### src/rtl/pic_service_controller.sv
// Interrupt service sequencer for an 8-level PIC: priority resolution against
// the In-Service Register, two-pulse INTA handshake, vector return and EOI handling.
module pic_service_controller #(
    parameter int SPURIOUS_LEVEL = 7,
    parameter int ACK_TIMEOUT    = 16,
    parameter int TMO_W          = 5
) (
    input  logic       clk,
    input  logic       reset_n,
    input  logic [7:0] irq_req,
    input  logic [7:0] imr,
    input  logic       inta_strobe,
    input  logic       eoi_valid,
    input  logic       eoi_specific,
    input  logic       eoi_rotate,
    input  logic [2:0] eoi_level,
    input  logic       aeoi_en,
    input  logic       aeoi_rotate,
    input  logic [4:0] vector_base,
    output logic       int_out,
    output logic [7:0] irr_clear,
    output logic [7:0] isr,
    output logic [2:0] lowest_prio,
    output logic       vec_valid,
    output logic [7:0] vec_data,
    output logic       ack_abort
);
    typedef enum logic [0:0] {ST_IDLE, ST_WAIT_ACK2} state_t;

    localparam logic [2:0]       SPUR_LVL = 3'(SPURIOUS_LEVEL);
    localparam bit               TMO_EN   = (ACK_TIMEOUT > 0);
    localparam logic [TMO_W-1:0] TMO_LAST = TMO_W'((ACK_TIMEOUT > 0) ? ACK_TIMEOUT - 1 : 0);

    state_t           r_state, w_state_next;
    logic [2:0]       r_level, w_level_next;
    logic             r_spur, w_spur_next;
    logic [TMO_W-1:0] r_cnt, w_cnt_next;
    logic             r_int, w_int_next;
    logic [7:0]       r_irr_clear, w_irr_clear_next;
    logic [7:0]       r_isr, w_isr_next;
    logic [2:0]       r_lowest, w_lowest_next;
    logic             r_vec_valid, w_vec_valid_next;
    logic [7:0]       r_vec_data, w_vec_data_next;
    logic             r_ack_abort, w_ack_abort_next;

    logic [2:0] w_lvl_of_rank [8];
    logic [7:0] w_req_rank, w_isr_rank;
    logic [2:0] w_cand_rank, w_isr_best_rank, w_cand_lvl, w_isr_lvl;
    logic       w_cand_any, w_isr_any, w_cand_valid;
    logic [7:0] w_isr_set, w_isr_clr;

    // Index 0 of the rank vectors is the level just above lowest_prio.
    genvar gi;
    generate
        for (gi = 0; gi < 8; gi++) begin : g_rank
            assign w_lvl_of_rank[gi] = r_lowest + 3'(gi + 1);
            assign w_req_rank[gi]    = irq_req[w_lvl_of_rank[gi]] & ~imr[w_lvl_of_rank[gi]];
            assign w_isr_rank[gi]    = r_isr[w_lvl_of_rank[gi]];
        end
    endgenerate

    always_comb begin
        w_cand_rank     = 3'd0;
        w_cand_any      = 1'b0;
        w_isr_best_rank = 3'd0;
        w_isr_any       = 1'b0;
        for (int r = 7; r >= 0; r--) begin
            if (w_req_rank[r]) begin
                w_cand_rank = 3'(r);
                w_cand_any  = 1'b1;
            end
            if (w_isr_rank[r]) begin
                w_isr_best_rank = 3'(r);
                w_isr_any       = 1'b1;
            end
        end
    end

    assign w_cand_lvl   = w_lvl_of_rank[w_cand_rank];
    assign w_isr_lvl    = w_lvl_of_rank[w_isr_best_rank];
    assign w_cand_valid = w_cand_any && (!w_isr_any || (w_cand_rank < w_isr_best_rank));

    always_comb begin
        w_state_next     = r_state;
        w_level_next     = r_level;
        w_spur_next      = r_spur;
        w_cnt_next       = r_cnt;
        w_int_next       = 1'b0;
        w_irr_clear_next = 8'h00;
        w_vec_valid_next = 1'b0;
        w_vec_data_next  = r_vec_data;
        w_ack_abort_next = 1'b0;
        w_lowest_next    = r_lowest;
        w_isr_set        = 8'h00;
        w_isr_clr        = 8'h00;

        if (eoi_valid) begin
            if (eoi_specific) begin
                w_isr_clr[eoi_level] = 1'b1;
                if (eoi_rotate) w_lowest_next = eoi_level;
            end else if (w_isr_any) begin
                w_isr_clr[w_isr_lvl] = 1'b1;
                if (eoi_rotate) w_lowest_next = w_isr_lvl;
            end
        end

        case (r_state)
            ST_IDLE: begin
                w_int_next = w_cand_valid;
                if (inta_strobe) begin
                    w_int_next   = 1'b0;
                    w_state_next = ST_WAIT_ACK2;
                    w_cnt_next   = '0;
                    if (w_cand_valid) begin
                        w_isr_set[w_cand_lvl]        = 1'b1;
                        w_irr_clear_next[w_cand_lvl] = 1'b1;
                        w_level_next                 = w_cand_lvl;
                        w_spur_next                  = 1'b0;
                    end else begin
                        w_level_next = SPUR_LVL;
                        w_spur_next  = 1'b1;
                    end
                end
            end
            ST_WAIT_ACK2: begin
                w_cnt_next = r_cnt + TMO_W'(1);
                if (inta_strobe) begin
                    w_vec_valid_next = 1'b1;
                    w_vec_data_next  = {vector_base, r_level};
                    w_state_next     = ST_IDLE;
                    // AEOI rotation is applied after EOI rotation so it wins.
                    if (aeoi_en && !r_spur) begin
                        w_isr_clr[r_level] = 1'b1;
                        if (aeoi_rotate) w_lowest_next = r_level;
                    end
                end else if (TMO_EN && (r_cnt == TMO_LAST)) begin
                    w_ack_abort_next = 1'b1;
                    w_state_next     = ST_IDLE;
                    if (!r_spur) w_isr_clr[r_level] = 1'b1;
                end
            end
            default: w_state_next = ST_IDLE;
        endcase

        w_isr_next = (r_isr & ~w_isr_clr) | w_isr_set;
    end

    always_ff @(posedge clk or negedge reset_n) begin
        if (!reset_n) begin
            r_state     <= ST_IDLE;
            r_level     <= 3'd0;
            r_spur      <= 1'b0;
            r_cnt       <= '0;
            r_int       <= 1'b0;
            r_irr_clear <= 8'h00;
            r_isr       <= 8'h00;
            r_lowest    <= 3'd7;
            r_vec_valid <= 1'b0;
            r_vec_data  <= 8'h00;
            r_ack_abort <= 1'b0;
        end else begin
            r_state     <= w_state_next;
            r_level     <= w_level_next;
            r_spur      <= w_spur_next;
            r_cnt       <= w_cnt_next;
            r_int       <= w_int_next;
            r_irr_clear <= w_irr_clear_next;
            r_isr       <= w_isr_next;
            r_lowest    <= w_lowest_next;
            r_vec_valid <= w_vec_valid_next;
            r_vec_data  <= w_vec_data_next;
            r_ack_abort <= w_ack_abort_next;
        end
    end

    assign int_out     = r_int;
    assign irr_clear   = r_irr_clear;
    assign isr         = r_isr;
    assign lowest_prio = r_lowest;
    assign vec_valid   = r_vec_valid;
    assign vec_data    = r_vec_data;
    assign ack_abort   = r_ack_abort;
endmodule

### config.mk
export PLATFORM = sky130hd
export DESIGN_NAME = pic_service_controller
export DESIGN_NICKNAME = d
export VERILOG_FILES = /design/src/rtl/pic_service_controller.sv
export SDC_FILE = /design/constraint.sdc
export NUM_CORES = 1
export LEC_CHECK = 0
export CAP_MARGIN = 40
export CORE_ASPECT_RATIO = 0.7
export CORE_MARGIN = 5
export CORE_UTILIZATION = 56
export DETAILED_ROUTE_END_ITERATION = 12
export GPL_TIMING_DRIVEN = 0
export PLACE_DENSITY = 0.8
export SKIP_LAST_GASP = 1
export SLEW_MARGIN = 30
export SYNTH_ARGS = -nofsm -noshare
export SYNTH_HDL_FRONTEND = slang
export SYNTH_SLANG_ARGS = --single-unit
### constraint.sdc
create_clock -name clk -period 8.6 [get_ports clk]
set_clock_uncertainty 0.1 [all_clocks]
set_input_delay 2.15 -clock clk [delete_from_list [all_inputs] [get_ports clk]]
set_output_delay 2.15 -clock clk [all_outputs]
set_load 0.005 [all_outputs]
==> flow_metrics.py <==
metrics = {
    "synthesis": {
        "synth_flop_cell": "dfrtp_1",
        "syn_avg_cell_area_sq_um": 9.791,
        "synth-async-reset-ratio_pct": 100.0,
        "ys_seq_area_share_pct": 28.04,
        "syn_area_sq_um": 3583,
        "synth.distinct_cells": 68,
        "syn_nets": 404,
        "synth_edf_count": 0,
        "yosys_warnings": 0,
        "ys_seq_elements": 40,
        "synthCells": 366,
    },
    "cells_and_area": {
        "nFillCells": 484,
        "mostFrequentLayoutCells": "clkdlybuf4s50_1, dfrtp_1, nand2_1, mux4_2, nor2_1",
        "drive_gt1_share_pct": 17.20,
        "syn_to_final_growth_pct": 23.39,
        "final_common_cell": "clkdlybuf4s50_1",
        "antennaDiodeCount": 0,
        "nNetsFinal": 473,
        "final_core_util_pct": 71.14,
    },
    "floorplanning": {
        "std_cell_rows": 24,
        "ios": 62,
        "die_w_microns": 105.6,
        "die_y_microns": 76.93,
        "dieArea_sq_um": 8124,
        "core_region_area_sq_um": 6216,
        "initial_core_util_pct": 57.65,
    },
    "sta": {
        "maxSlewViolCount": 0,
        "period_share_pct": 76.69,
        "setup_violations": 0,
        "max_clock_freq_mhz": 151.6,
        "worstMarginPinSlew_ps": 789.8,
        "worst_slack_ps": 2005,
        "hold_ws_ps": 408.8,
        "finalHoldViolations": 0,
        "max-slew-margin-rel_pct": 46.86,
        "rsz0062_at_grt": "false",
        "layout_min_cycle_time_ps": 6595,
        "setup_tns_ps": 0,
    },
    "global_routing": {
        "grt_pass1_vias": 3438,
        "grt_pass1_wl_microns": 17740,
        "gr-total-overflow": 0,
        "grt_max_degree": 31,
        "antenna_found_initial": 0,
        "grt_use_total_pct": 27.09,
    },
    "clocking": {
        "clk_latency_ps": 300,
        "clockRootBuffer": "clkbuf_8",
        "cts_tree": "built",
        "clock_sinks": 40,
        "cts-resized-gates": 0,
        "cts_buffers": 5,
        "clk_pin_slew_ps": 80,
        "postCtsHoldBufs": 0,
        "cts_setup_buffers": 0,
        "clk_path_buf_depth": 2,
        "htreeDepth": 2,
    },
    "critical_path": {
        "cp_slowest_cell": "a2111oi_2",
        "worst_ep_required_time_ps": 8690,
        "cp_num_buf_inv": 1,
        "worstPathArrival_ps": 6690,
        "worstSetupEndpointType": "register",
        "worst_setup_path_start_kind": "input port",
        "rrSetupSlack_ps": 2700,
        "critical-path-top-delay-family": "compound AO/OA/AOI/OAI gates",
        "r2r_cells": 19,
        "crit_start": "imr[5]",
        "cp_max_fo": 5,
        "crit_type": "in -> reg",
        "r2r-end": "irr_clear[4]$_DFF_PN0_",
        "slowest_delay_ps": 670,
        "regToRegStartpoint": "lowest_prio[1]$_DFF_PN1_",
        "crit_path_end": "irr_clear[4]$_DFF_PN0_",
        "worst-path-stages": 16,
        "path_cells": "clkdlybuf4s50_1 > nand2b_1 > mux4_2 > mux2i_1 > nor2_1 > o31a_1 > a2111oi_2 > ha_1 > o21ai_0 > nand2b_1 > o41a_1 > a2111oi_2 > o211ai_1 > o31ai_1 > o21ai_1 > nor3_1",
    },
    "placed_design": {
        "hpwl_microns": 8108,
        "gp_congestion": 0.9464,
        "pre_cts_ws_ps": 1861,
        "io_buffers": 60,
    },
    "routing": {
        "vias": 3530,
        "vias_per_cell": 6.868,
        "routed_wl_microns": 10760,
        "wl_per_cell_microns": 20.93,
        "route.detailed.drc": 0,
        "ant_nets": 0,
        "first_iter_violations": 481,
        "dr.pass1.iters": 6,
    },
    "hold_path": {
        "hp-class": "reg -> reg",
    },
    "job": {
        "drv_cap": 0,
    },
    "status": {
        "status": "finished, final reports clean",
    },
}
[cell usage after synthesis (3+ instances only)]
library cell	instances	area, sq um
nand2b_1	13	81.33
mux2i_1	15	150.1
nor3_1	18	90.09
o31ai_1	13	97.59
nor2_1	24	90.09
dfstp_2	3	78.83
buf_6	3	33.78
or3_1	8	50.05
inv_1	11	41.29
mux4_2	25	563.0
or2_0	3	18.77
a21oi_1	10	50.05
nand3_1	6	30.03
a31oi_1	4	25.02
o32ai_1	5	43.79
o211ai_1	5	37.54
xnor2_1	8	70.07
and3_1	4	25.02
mux2_2	14	157.7
o21ai_1	5	25.02
a211oi_1	8	60.06
a2111oi_0	3	26.28
o31a_1	3	26.28
clkbuf_1	10	37.54
nand2_1	29	108.9
ha_1	6	75.07
buf_2	4	20.02
o22ai_1	3	18.77
nor2b_1	3	18.77
o221ai_1	3	26.28
dfrtp_1	37	925.9
o21ai_0	12	60.06
[worst min-delay path by stage]
| stage | slack (ps) | to | cells after the start | startpoint |
|---|---|---|---|---|
| detailed placement | 390 | r_cnt[4]$_DFFE_PN0P_ | 2 | r_cnt[4]$_DFFE_PN0P_ |
| finish | 410 | r_cnt[4]$_DFFE_PN0P_ | 2 | r_cnt[4]$_DFFE_PN0P_ |
| floorplan | 350 | r_cnt[4]$_DFFE_PN0P_ | 2 | r_cnt[4]$_DFFE_PN0P_ |
| CTS | 410 | r_cnt[4]$_DFFE_PN0P_ | 2 | r_cnt[4]$_DFFE_PN0P_ |
| global route | 440 | vec_data[4]$_DFFE_PN0P_ | 1 | vec_data[4]$_DFFE_PN0P_ |
| global placement | 370 | r_cnt[4]$_DFFE_PN0P_ | 2 | r_cnt[4]$_DFFE_PN0P_ |
[stage by stage]
stage	cell area, sq um	cells
2_1_floorplan	3583	366
3_3_place_gp	4282	504
3_5_place_dp	4302	505
4_1_cts	4417	513
5_1_grt	4422	514
6_report	4422	514
[state kept, by name, indices dropped and copies added (netlist names), 3 cells and up]
register and count:
r_level 3, isr 8, r_cnt 5, vec_data 8, irr_clear 8, lowest_prio 3
[cell families after synthesis]
kind of cell               count (synthesis)  share of synthesized area [%]
adders and majority gates                  6                          2.095
DFF                                       40                          28.04
muxes                                     55                          24.69
buffers and inverters                     32                          4.225
xor gates and xnor gates                  10                          2.444
AOI/OAI and AO/OA                         97                          20.04
and+or+nand+nor                          126                          18.47
[layout make-up]
cell class,instances,area [sq um],share of cell area [%]
plain buffers,18,98.84,2.235
inverters,14,52.55,1.188
multi-input cells,294,2432,55.01
well taps,78,97.59,2.207
repair buffers,62,620.6,14.04
clock inverters,3,46.29,1.047
clock buffers,5,68.82,1.556
flip-flops and latches,40,1005,22.72
[routing by layer]
layer | wire, microns | track usage, % | vias up
met5 | 0 | 0 | -
met4 | 176 | 7.374 | 0
met3 | 1235 | 5.872 | 28
met2 | 4842 | 41.35 | 256
met1 | 4505 | 39.10 | 1672
li1 | - | - | 1574
[tightest hold or removal path: stages (launching register included)]
cell,delay [ps]
dfrtp_1,360
nand2_1,50
o21ai_0,70
Power is not shown: default switching activity piles up to over one toggle a cycle in this logic, so the estimate is an artifact.
